<file path="src/rtl/lfsr_pkg.sv">
// Shared definitions for the 8-bit LFSR generator and its downstream checker:
// word width, tap and corruption masks, injection FSM and corrupt-mode encodings.
package lfsr_pkg;

    localparam int LFSR_W = 8;

    localparam logic [LFSR_W-1:0] TAP_MASK     = 8'h8C;
    localparam logic [LFSR_W-1:0] CORRUPT_MASK = 8'h01;

    typedef enum logic [1:0] {
        ST_IDLE   = 2'd0,
        ST_RUN    = 2'd1,
        ST_INJECT = 2'd2
    } inj_state_e;

    typedef enum logic [1:0] {
        CM_OFF    = 2'b00,
        CM_SINGLE = 2'b01,
        CM_BURST  = 2'b10,
        CM_CONT   = 2'b11
    } corrupt_mode_e;

endpackage

</file>
<file path="src/rtl/lfsr_step.sv">
// Combinational next-state function of the 8-bit LFSR, shared with the checker.
// The all-zero lower bits term folds state 8'h00 into the sequence (00 -> 8D).
module lfsr_step
    import lfsr_pkg::*;
(
    input  logic [LFSR_W-1:0] i_state,
    output logic [LFSR_W-1:0] o_next
);

    logic fb;

    always_comb begin
        fb     = i_state[LFSR_W-1] ^ (i_state[LFSR_W-2:0] == '0);
        o_next = {i_state[LFSR_W-2:0], fb} ^ (fb ? TAP_MASK : '0);
    end

endmodule

</file>
<file path="src/rtl/lfsr_generator.sv">
// 8-bit LFSR sequence generator with a valid-rate divider and seed reload.
// Error injection (FSM, burst counter, output mask) exists only under LFSR_GEN_ERR_INJ_EN.
module lfsr_generator
    import lfsr_pkg::*;
#(
    parameter logic [7:0] SEED      = 8'h01,
    parameter int          VALID_DIV = 1,
    parameter int          ERR_BURST = 3
) (
    input  logic       clk,
    input  logic       reset,
    input  logic       i_enable,
    input  logic       i_seed_load,
    input  logic [7:0] i_seed,
    input  logic [1:0] i_corrupt_mode,
    input  logic       i_corrupt_trigger,
    output logic [7:0] o_LFSR,
    output logic       o_valid
);

    localparam logic [7:0] DIV_LAST = 8'(VALID_DIV - 1);

    logic [LFSR_W-1:0] state_q, state_d;
    logic [LFSR_W-1:0] lfsr_q, lfsr_d;
    logic [7:0]        div_q, div_d;
    logic              valid_q, valid_d;
    logic [LFSR_W-1:0] step_next;
    logic [LFSR_W-1:0] corrupt_mask;
    logic              beat;

    lfsr_step u_step (
        .i_state (state_q),
        .o_next  (step_next)
    );

    // Seed reload wins over every other update and suppresses the beat.
    always_comb begin
        beat    = i_enable && !i_seed_load && (div_q == 8'd0);
        div_d   = div_q + 8'd1;
        if (i_seed_load || !i_enable || (div_q == DIV_LAST)) begin
            div_d = 8'd0;
        end
        state_d = state_q;
        if (i_seed_load) begin
            state_d = i_seed;
        end else if (beat) begin
            state_d = step_next;
        end
        valid_d = beat;
        lfsr_d  = beat ? (state_q ^ corrupt_mask) : lfsr_q;
    end

    always_ff @(posedge clk or negedge reset) begin
        if (!reset) begin
            state_q <= SEED;
            lfsr_q  <= '0;
            div_q   <= 8'd0;
            valid_q <= 1'b0;
        end else begin
            state_q <= state_d;
            lfsr_q  <= lfsr_d;
            div_q   <= div_d;
            valid_q <= valid_d;
        end
    end

    assign o_LFSR  = lfsr_q;
    assign o_valid = valid_q;

`ifdef LFSR_GEN_ERR_INJ_EN

    localparam logic [3:0] BURST_LAST = 4'(ERR_BURST - 1);

    inj_state_e    fsm_q, fsm_d;
    corrupt_mode_e mode_q, mode_d;
    logic [3:0]    burst_q, burst_d;

    always_ff @(posedge clk or negedge reset) begin
        if (!reset) begin
            fsm_q   <= ST_IDLE;
            mode_q  <= CM_OFF;
            burst_q <= 4'd0;
        end else begin
            fsm_q   <= fsm_d;
            mode_q  <= mode_d;
            burst_q <= burst_d;
        end
    end

    // The mode is latched on entry so a change mid-injection waits for the next entry.
    always_comb begin
        fsm_d   = fsm_q;
        mode_d  = mode_q;
        burst_d = burst_q;
        if (i_seed_load) begin
            fsm_d   = ST_RUN;
            burst_d = 4'd0;
        end else if (i_enable) begin
            case (fsm_q)
                ST_IDLE: fsm_d = ST_RUN;
                ST_RUN: begin
                    if (i_corrupt_trigger && (i_corrupt_mode != CM_OFF)) begin
                        fsm_d   = ST_INJECT;
                        mode_d  = corrupt_mode_e'(i_corrupt_mode);
                        burst_d = 4'd0;
                    end
                end
                ST_INJECT: begin
                    if (beat) begin
                        case (mode_q)
                            CM_BURST: begin
                                if (burst_q == BURST_LAST) begin
                                    fsm_d   = ST_RUN;
                                    burst_d = 4'd0;
                                end else begin
                                    burst_d = burst_q + 4'd1;
                                end
                            end
                            CM_CONT: begin
                                if (!i_corrupt_trigger) begin
                                    fsm_d = ST_RUN;
                                end
                            end
                            default: fsm_d = ST_RUN;
                        endcase
                    end
                end
                default: fsm_d = ST_IDLE;
            endcase
        end
    end

    always_comb begin
        corrupt_mask = (fsm_q == ST_INJECT) ? CORRUPT_MASK : '0;
    end

`else

    localparam int unused_err_burst = ERR_BURST;

    logic unused_inj;
    assign unused_inj = ^{i_corrupt_mode, i_corrupt_trigger};

    always_comb begin
        corrupt_mask = '0;
    end

`endif

endmodule
</file>
<file path="config.mk">
export PLATFORM = sky130hd
export DESIGN_NAME = lfsr_generator
export DESIGN_NICKNAME = d
export VERILOG_FILES = /design/src/rtl/lfsr_pkg.sv /design/src/rtl/lfsr_step.sv /design/src/rtl/lfsr_generator.sv
export SDC_FILE = /design/constraint.sdc
export NUM_CORES = 1
export LEC_CHECK = 0
export CAP_MARGIN = 20
export CORE_MARGIN = 8
export CORE_UTILIZATION = 30
export DETAILED_ROUTE_END_ITERATION = 10
export PLACE_DENSITY = 0.5
export SLEW_MARGIN = 15
export SYNTH_ARGS = -nofsm -noshare
export SYNTH_HDL_FRONTEND = slang
export SYNTH_SLANG_ARGS = --single-unit
</file>
<file path="constraint.sdc">
create_clock -name clk -period 2 [get_ports clk]
set_input_delay 0.4 -clock clk [delete_from_list [all_inputs] [get_ports clk]]
set_output_delay 0.4 -clock clk [all_outputs]
set_load 0.05 [all_outputs]
</file>
# == Word-level counts from Yosys, hierarchy flattened ==
# Index checks and enable logic that the tools add are counted.
# op_classes
add_sub_neg,1
multipliers,0
div_mod_pow,0
magnitude_cmp,0
n_eq_ne,0
shifts,0
n_mux,4
bitwise,2
reduce_logical,9
# op_table
cell,count
$mux 8,4
$add 8x1->8 const B,1
$logic_not 8->1,1
$xor 8x8->8,1
$logic_not 7->1,1
$logic_and 1x1->1,2
$logic_not 1->1,2
$logic_or 1x1->1,2
$reduce_bool 2->1,1
$xor 1x1->1,1
# word_totals
reg_bits,25
latch_bits,0
mem_bits_rw,0
mem_bits_ro,0
input_bits,15
output_inout_bits,9
wordCells,20
mem_count,0

# == Longest topological paths before layout ==
# Gate-level depths: netlist of run 1.
# depth
ltp_word,6
depth_mapped,8
depth_no_buf,7

# == Hierarchy ==
# A second synthesis of run 1 with hierarchy kept.
# hier_totals
hier_cells,106
hier_area_um2,1237.4
# by_module_without_submodules
mod,instances,cells_per_inst,area_per_inst_um2,seq_area_each_um2
lfsr_generator,1,87,1112.3,626.9
lfsr_step,1,19,125.1,0.0

# == Least setup slack after synthesis of run 1 ==
# OpenSTA, ideal clock, no wires.
# synth_path
path_kind,register -> register
startpoint,register div_q[0]
endpoint,register state_q[4]
setup_time_ns,0.126
arrival_ns,1.475
slack_ns,0.399
stages_incl_launch_ff,9
n_path_buf,1
period_less_slack_ns,1.601
cell_sequence,dfrtp_1 inv_1 ha_1 nor4b_4 nand3_2 inv_2 buf_6 nor2_2 a221o_1
# synth_between
elab_chain_len,3
# synth_rtl
element,line,rtl
start: declaration,lfsr_generator.sv:25,"logic [7:0] div_q, div_d;"
start signal: assignment,lfsr_generator.sv:62,div_q <= div_d;
$logic_not 8->1,lfsr_generator.sv:38,beat = i_enable && !i_seed_load && (div_q == 8'd0);
$logic_and 1x1->1,lfsr_generator.sv:38,
named net beat,lfsr_generator.sv:29,logic beat;
$reduce_bool 2->1 (no source line),-,
end signal: assignment,lfsr_generator.sv:60,state_q <= state_d;
end: declaration,lfsr_generator.sv:23,"logic [LFSR_W-1:0] state_q, state_d;"
# The timed path passes the listed nets, and every way through them passes these cells.
# A chain may end at the register's enable or synchronous reset.

# == Final worst setup path of run 1 ==
# layout_path
startpoint,"register lfsr_q[3], in the netlist o_LFSR[3]"
endpoint,output port o_LFSR[3]
# layout_rtl
element,line,rtl
start: declaration,lfsr_generator.sv:24,"logic [LFSR_W-1:0] lfsr_q, lfsr_d;"
start signal: assignment,lfsr_generator.sv:61,lfsr_q <= lfsr_d;
end: declaration,lfsr_generator.sv:17,"output logic [7:0] o_LFSR,"
# No word-level cell between the ends.

==> out/results.md, run 1 <==
| Stage | Parameter | This run |
|---|---|---|
| grt | Number of antenna violations at the first check in global routing | 0 |
| detailed routing | Vias | 856 |
| logic synthesis | Yosys warns | 0 |
| logic synthesis | Register bit count reported by yosys | 25 |
| min path | Hold crit path type | register to register |
| clock network | Number of buffers added by the clock tree synthesis step | 3 |
| layout | Top library cells by usage in the layout, fill and taps aside | sky130_fd_sc_hd__dfrtp_1 (24), sky130_fd_sc_hd__nand2_1 (23), sky130_fd_sc_hd__clkdlybuf4s50_1 (20) |
| placed design | Number of port buffers | 20 |
| logic synthesis | Synth Area in Compound Gates | 10.49% |
| clock network | Clock tree from TritonCTS | built |
| grt | Final global-route overflow total | 0 |
| critical path | Start point of the critical path | o_LFSR[3] |
| grt | Wire length of the first global-routing pass | 4284 microns |
| floorplanning | Std-Cell Core Area | 3661 sq um |
| detailed routing | Count of antenna-violating nets left after detailed routing | 0 |
| timing | Max-slew violation total from the final report | 0 |
| layout | Layout area overhead | 28.31% |
| critical path | Cell type of the slowest stage on the worst timing path | sky130_fd_sc_hd__clkdlybuf4s50_1 |
| critical path | Required @ worst endpoint | 1600 ps |
| logic synthesis | Main combinational cell family by area after synthesis | simple AND/OR/NAND/NOR gates |
| pwr | Sum of internal, switching and leakage power | 1.171 mW |
| layout | Final standard cell area without fillers | 1469 sq um |
| clock network | Maximum clock insertion buffer count | 2 |
| layout | Most common cell after layout, fill and taps aside | sky130_fd_sc_hd__dfrtp_1 |
| flow run | Number of maximum-capacitance constraint violations | 0 |
| detailed routing | Post-DR wirelength/cell | 13.19 microns |
| timing | Time the worst path needs with I/O delays and setup | 1830 ps |
| critical path | Worst setup path category | register to primary output |
| layout | Utilization of the core after routing | 40.12% |
| detailed routing | Initial drt markers | 37 |
| logic synthesis | Xor and xnor area share after synthesis | 6.885% |
| timing | Worst setup skew after layout | 3.551 ps |
| clock network | Clock insertion delay at the later pin of the skew report | 270 ps |
| clock network | H-tree Lvls | 1 |
| floorplanning | Std-Cell Rows | 22 |
| logic synthesis | Arithmetic-cell share of the synthesized area counting full adders, half adders and majority gates | 2.186% |
| detailed routing | DRC | 0 |
| clock network | Number of gates resized after cts | 0 |
| timing | Final Setup Violations | 0 |
| critical path | Origin of the critical flop-to-flop path | div_q[0] |
| pwr | Maximum resistive drop on vdd | 0.2463 mV |
| timing | Least-Margin Pin Slew | 498.1 ps |
| grt | Number of global-route vias before repair | 889 |
| logic synthesis | Avg Inst Size Synth | 10.31 sq um |
| critical path | Highest net fanout along the worst path | 2 |
| pwr | Power per cell area | 797.2 nW/um^2 |
| critical path | Endpoint kind of the worst setup timing path | primary output |
| floorplanning | Number of primary I/O pins | 24 |
| critical path | Data arrival time at the worst-slack endpoint | 1430 ps |
| critical path | Cell breakdown of the critical path | clkdlybuf4s50_1 |
| placed design | Total half-perimeter wirelength after legalization and detailed placement | 1774 microns |
| grt | Total global-route track usage | 8.812% |
| critical path | Reg2reg path depth | 6 |
| critical path | Startpoint types | register |
| detailed routing | Final WL | 2441 microns |
| logic synthesis | Syn Inst Count | 111 |
| logic synthesis | Cell Area, Synth | 1145 sq um |
| logic synthesis | Mux cell area share after synthesis | 0% |
| timing | Max-Slew Margin vs Limit | 66.69% |
| logic synthesis | Fraction of the mapped netlist area in simple logic gates | 22.08% |
| logic synthesis | Sequential element share of the synthesized area | 54.75% |
| clock network | Clock Sink Count | 25 |
| timing | Hold Worst Slack | 484.3 ps |
| detailed routing | Avg Vias per Cell | 4.627 |
| clock network | Buffer cell driving the clock tree root | sky130_fd_sc_hd__clkbuf_8 |
| pwr | Leakage power total | 0.6740 nW |
| clock network | Number of buffers inserted for hold repair after clock tree synthesis | 0 |
| timing | Setup total negative slack | 0 ps |
| status | Run status | finished clean |
| min path | Hold Path Depth | 1 |
| placed design | Cell area after placement | 1424 sq um |
| timing | Number of hold violations in the final report | 0 |
| detailed routing | Drt pass-1 iters | 4 |
| critical path | Slowest stage delay, CP | 810 ps |
| min path | Hold Crit Start | o_LFSR[5] |
| timing | Highest clock rate | 546.3 MHz |
| critical path | Total number of cells along the worst setup path | 1 |
| clock network | Register clock-pin slew on the reported worst setup and hold paths | 80 ps |
| grt | Pin count of the biggest net entering global routing | 26 |
| layout | Inserted Diodes | 0 |
| floorplanning | Overall die width | 77.78 microns |
| logic synthesis | Number of library cell types mapped by synthesis | 28 |
| floorplanning | Die height | 77.78 microns |
| timing | Portion of the clock cycle consumed by the worst path in the final layout | 91.52% |
| critical path | Buf+Inv Stages, Crit Path | 1 |
| logic synthesis | Net count after synthesis | 128 |
| clock network | Count of buffers added by post-CTS timing repair for setup | 0 |
| layout | Share of post-route cells with drive strength above 1 | 10.22% |
| floorplanning | Initial core utilization | 31.27% |
| placed design | Final weighted congestion in routability-driven placement | 0.7551 |
| critical path | Top cell family by delay on the critical path | buffers and inverters |
| layout | Final nets | 155 |
| floorplanning | Die area | 6049 sq um |
| timing | RSZ-0062 raised after global routing | no |
==> layout make-up <==
| class | count | area, sq um |
|---|---|---|
| Timing Repair Buffer | 25 | 237.7 |
| Tap cell | 48 | 60.06 |
| Inverter | 6 | 22.52 |
| Fill cell | 369 | 2192 |
| Sequential cell | 25 | 626.9 |
| Multi-Input combinational cell | 77 | 476.7 |
| Clock buffer | 4 | 45.04 |
==> cells in the mapped netlist, drive strengths merged <==
library cell  instances  share of area [%]
o311ai                1               0.77
a221o                 4                3.5
inv                   6                2.0
and2                  3                1.6
nor2b                 1               0.55
and3                  3                1.6
dfstp                 1                2.3
xnor2                 7                5.4
ha                    2                2.2
clkbuf                2               0.66
nor2                 10                3.5
a21o                  3                2.0
o221ai                2                1.5
nor4                  1                1.1
nor4b                 1                2.1
xor2                  2                1.5
a31oi                 1               0.55
nand2                23                7.5
dfrtp                24                 52
buf                   1               0.98
nand3                 4                2.2
a21oi                 3                1.3
nor3                  3                1.3
o21ai                 2               0.87
or3                   1               0.55
==> logic make-up after synthesis <==
| logic type | after synthesis |
|---|---|
| adders and majority gates | 2 |
| buffers and inverters | 9 |
| AOI/OAI and AO/OA | 16 |
| and+or+nand+nor | 50 |
| DFF | 25 |
| xor gates and xnor gates | 9 |
==> power by group <==
group / switching [mW] / internal [mW]
combinational: 0.172 / 0.114
sequential: 0.0350 / 0.554
clock: 0.155 / 0.142
==> final timing paths <==
| path | slack, ps | endpoint |
|---|---|---|
| hold reg to reg | 480 | o_LFSR[5] |
| setup / recovery | 170 | o_LFSR[3] |
| min in group asynchronous | 500 | div_q[1] |
| max in group asynchronous | 1200 | state_q[0] |
| setup reg to reg | 310 | state_q[7] |
| hold / removal | 480 | o_LFSR[5] |
==> routing by layer <==
layer / share of wire [%] / global-route usage [%] / vias to the layer above
li1: - / - / 425
met1: 48 / 11.02 / 411
met2: 45 / 13.20 / 16
met3: 4.7 / 2.189 / 4
met4: 2.2 / 5.660 / 0
met5: 0 / 0 / -
==> sequential cells by signal (all words and copies together), names as in the netlist <==
signal	count
div_q	8
o_LFSR	8
o_valid	1
state_q	8
==> metrics by stage <==
step | instances | worst slack, ps
2_1_floorplan | 111 | 398.7
3_3_place_gp | 181 | 131.3
3_5_place_dp | 181 | 96.14
4_1_cts | 185 | 147.7
5_1_grt | 185 | 95.84
6_report | 185 | 169.6
Power figures use the tool's default switching activity.
==> run 2: changes to the inputs <==
- SLEW_MARGIN: 15 -> 10
==> results of run 2 <==
The final DEF is identical to that of run 1; final timing and power are the same.
==> run 3: changes to the inputs <==
- CTS_CLUSTER_SIZE: unset -> 24
- PLACE_DENSITY: 0.5 -> 0.49
==> out/results.md, run 3 (same netlist as run 1, synthesis figures left out) <==
| Stage | Parameter | This run | Delta |
|---|---|---|---|
| placed design | Final weighted congestion in routability-driven placement | 0.7645 | was 0.7551 |
| placed design | Total half-perimeter wirelength after legalization and detailed placement | 1770 microns | was 1774 microns |
| flow run | Number of maximum-capacitance constraint violations | 0 | unchanged |
| layout | Inserted Diodes | 0 | unchanged |
| detailed routing | Initial drt markers | 30 | was 37 |
| detailed routing | Avg Vias per Cell | 4.578 | was 4.627 |
| timing | Worst setup skew after layout | 4.870 ps | was 3.551 ps |
| detailed routing | Final WL | 2384 microns | was 2441 microns |
| clock network | Maximum clock insertion buffer count | 2 | unchanged |
| layout | Top library cells by usage in the layout, fill and taps aside | sky130_fd_sc_hd__dfrtp_1 (24), sky130_fd_sc_hd__nand2_1 (23), sky130_fd_sc_hd__clkdlybuf4s50_1 (20) | unchanged |
| pwr | Power per cell area | 805.4 nW/um^2 | was 797.2 nW/um^2 |
| grt | Number of global-route vias before repair | 881 | was 889 |
| pwr | Leakage power total | 0.6730 nW | was 0.6740 nW |
| floorplanning | Std-Cell Rows | 22 | unchanged |
| critical path | Startpoint types | register | unchanged |
| critical path | Worst setup path category | register to primary output | unchanged |
| timing | Number of hold violations in the final report | 0 | unchanged |
| detailed routing | Drt pass-1 iters | 4 | unchanged |
| critical path | Cell breakdown of the critical path | clkdlybuf4s50_1 | unchanged |
| clock network | Number of gates resized after cts | 0 | unchanged |
| grt | Pin count of the biggest net entering global routing | 26 | unchanged |
| floorplanning | Initial core utilization | 31.27% | unchanged |
| detailed routing | Vias | 847 | was 856 |
| pwr | Maximum resistive drop on vdd | 0.3108 mV | was 0.2463 mV |
| floorplanning | Number of primary I/O pins | 24 | unchanged |
| timing | Setup total negative slack | 0 ps | unchanged |
| critical path | Top cell family by delay on the critical path | buffers and inverters | unchanged |
| critical path | Highest net fanout along the worst path | 2 | unchanged |
| critical path | Reg2reg path depth | 7 | was 6 |
| clock network | Number of buffers inserted for hold repair after clock tree synthesis | 0 | unchanged |
| floorplanning | Die height | 77.78 microns | unchanged |
| clock network | Count of buffers added by post-CTS timing repair for setup | 0 | unchanged |
| clock network | Number of buffers added by the clock tree synthesis step | 3 | unchanged |
| detailed routing | Post-DR wirelength/cell | 12.89 microns | was 13.19 microns |
| timing | RSZ-0062 raised after global routing | no | unchanged |
| timing | Time the worst path needs with I/O delays and setup | 1851 ps | was 1830 ps |
| min path | Hold crit path type | input port to asynchronous set/reset pin | was register to register |
| critical path | Endpoint kind of the worst setup timing path | primary output | unchanged |
| clock network | Clock tree from TritonCTS | built | unchanged |
| critical path | Data arrival time at the worst-slack endpoint | 1450 ps | was 1430 ps |
| critical path | Cell type of the slowest stage on the worst timing path | sky130_fd_sc_hd__clkdlybuf4s50_1 | unchanged |
| detailed routing | Count of antenna-violating nets left after detailed routing | 0 | unchanged |
| timing | Highest clock rate | 540.4 MHz | was 546.3 MHz |
| timing | Max-Slew Margin vs Limit | 66.20% | was 66.69% |
| critical path | Origin of the critical flop-to-flop path | div_q[0] | unchanged |
| status | Run status | finished clean | unchanged |
| critical path | Slowest stage delay, CP | 810 ps | about the same |
| pwr | Sum of internal, switching and leakage power | 1.186 mW | was 1.171 mW |
| floorplanning | Std-Cell Core Area | 3661 sq um | unchanged |
| floorplanning | Die area | 6049 sq um | unchanged |
| detailed routing | DRC | 0 | unchanged |
| floorplanning | Overall die width | 77.78 microns | unchanged |
| placed design | Number of port buffers | 20 | unchanged |
| critical path | Buf+Inv Stages, Crit Path | 1 | unchanged |
| clock network | Buffer cell driving the clock tree root | sky130_fd_sc_hd__clkbuf_8 | unchanged |
| critical path | Internal reg-to-reg setup slack | 280 ps | was 310 ps |
| timing | Portion of the clock cycle consumed by the worst path in the final layout | 92.53% | was 91.52% |
| grt | Wire length of the first global-routing pass | 4126 microns | was 4284 microns |
| timing | Final Setup Violations | 0 | unchanged |
| clock network | H-tree Lvls | 1 | unchanged |
| clock network | Register clock-pin slew on the reported worst setup and hold paths | 90 ps | was 80 ps |
| grt | Final global-route overflow total | 0 | unchanged |
| layout | Most common cell after layout, fill and taps aside | sky130_fd_sc_hd__dfrtp_1 | unchanged |
| layout | Final nets | 155 | unchanged |
| timing | Max-slew violation total from the final report | 0 | unchanged |
| clock network | Clock insertion delay at the later pin of the skew report | 270 ps | about the same |
| timing | Least-Margin Pin Slew | 505.3 ps | was 498.1 ps |
| grt | Total global-route track usage | 8.359% | was 8.812% |
| layout | Share of post-route cells with drive strength above 1 | 10.95% | was 10.22% |
| grt | Number of antenna violations at the first check in global routing | 0 | unchanged |
| layout | Layout area overhead | 28.63% | was 28.31% |
| clock network | Clock Sink Count | 25 | unchanged |
| critical path | Crit Reg-Reg Endpoint | state_q[4] | was state_q[7] |
| critical path | Required @ worst endpoint | 1600 ps | about the same |
==> run 3: cell types whose count changed in the layout (fill, tap and decap cells not counted), sizes merged <==
cell / delta
clkinvlp: +1
clkbuf: -1
==> run 3: routing by layer <==
| metal | global-route usage, % | up-vias | wire length, microns |
|---|---|---|---|
| met5 | 0 | - | 0 |
| met4 | 4.528 | 0 | 52 |
| met3 | 2.189 | 5 | 148 |
| met2 | 12.61 | 18 | 1044 |
| met1 | 10.62 | 395 | 1138 |
| li1 | - | 429 | - |
==> run 3: layout make-up <==
class | instances | area, sq um
Fill cell | 360 | 2188
Clock buffer | 3 | 41.29
Multi-Input combinational cell | 77 | 476.7
Tap cell | 48 | 60.06
Clock inverter | 1 | 7.507
Inverter | 6 | 22.52
Sequential cell | 25 | 626.9
Timing Repair Buffer | 25 | 237.7
==> run 3: through the flow <==
step	cells	instance area, sq um	hold WS, ps	util, %	worst slack, ps
final	185	1473	480.3	40.23	149.5
after floorplan	111	1145	104.4	-	398.7
after detailed placement	181	1424	465.4	38.89	40.54
after global placement	181	1424	456.7	38.89	77.09
after global routing	185	1473	496.2	40.23	84.02
after CTS	185	1473	487.8	40.23	130.8
==> run 3: worst max path at each step <==
| stage | from | end | slack [ps] | cells past startpoint |
|---|---|---|---|---|
| finish | o_LFSR[3] | o_LFSR[3] | 150 | 1 |
| global route | o_LFSR[3] | o_LFSR[3] | 80 | 1 |
| CTS | o_LFSR[3] | o_LFSR[3] | 130 | 1 |
| detailed placement | i_enable | state_q[4] | 40 | 6 |
| global placement | i_enable | state_q[4] | 80 | 6 |
| floorplan | div_q[0] | state_q[4] | 400 | 8 |
==> run 3: report_power, final <==
part	leakage (nW)	switching (mW)	internal (mW)	total [mW]
logic	0.333	0.173	0.114	0.286
clock network	0.0217	0.170	0.142	0.311
registers	0.318	0.0346	0.554	0.588
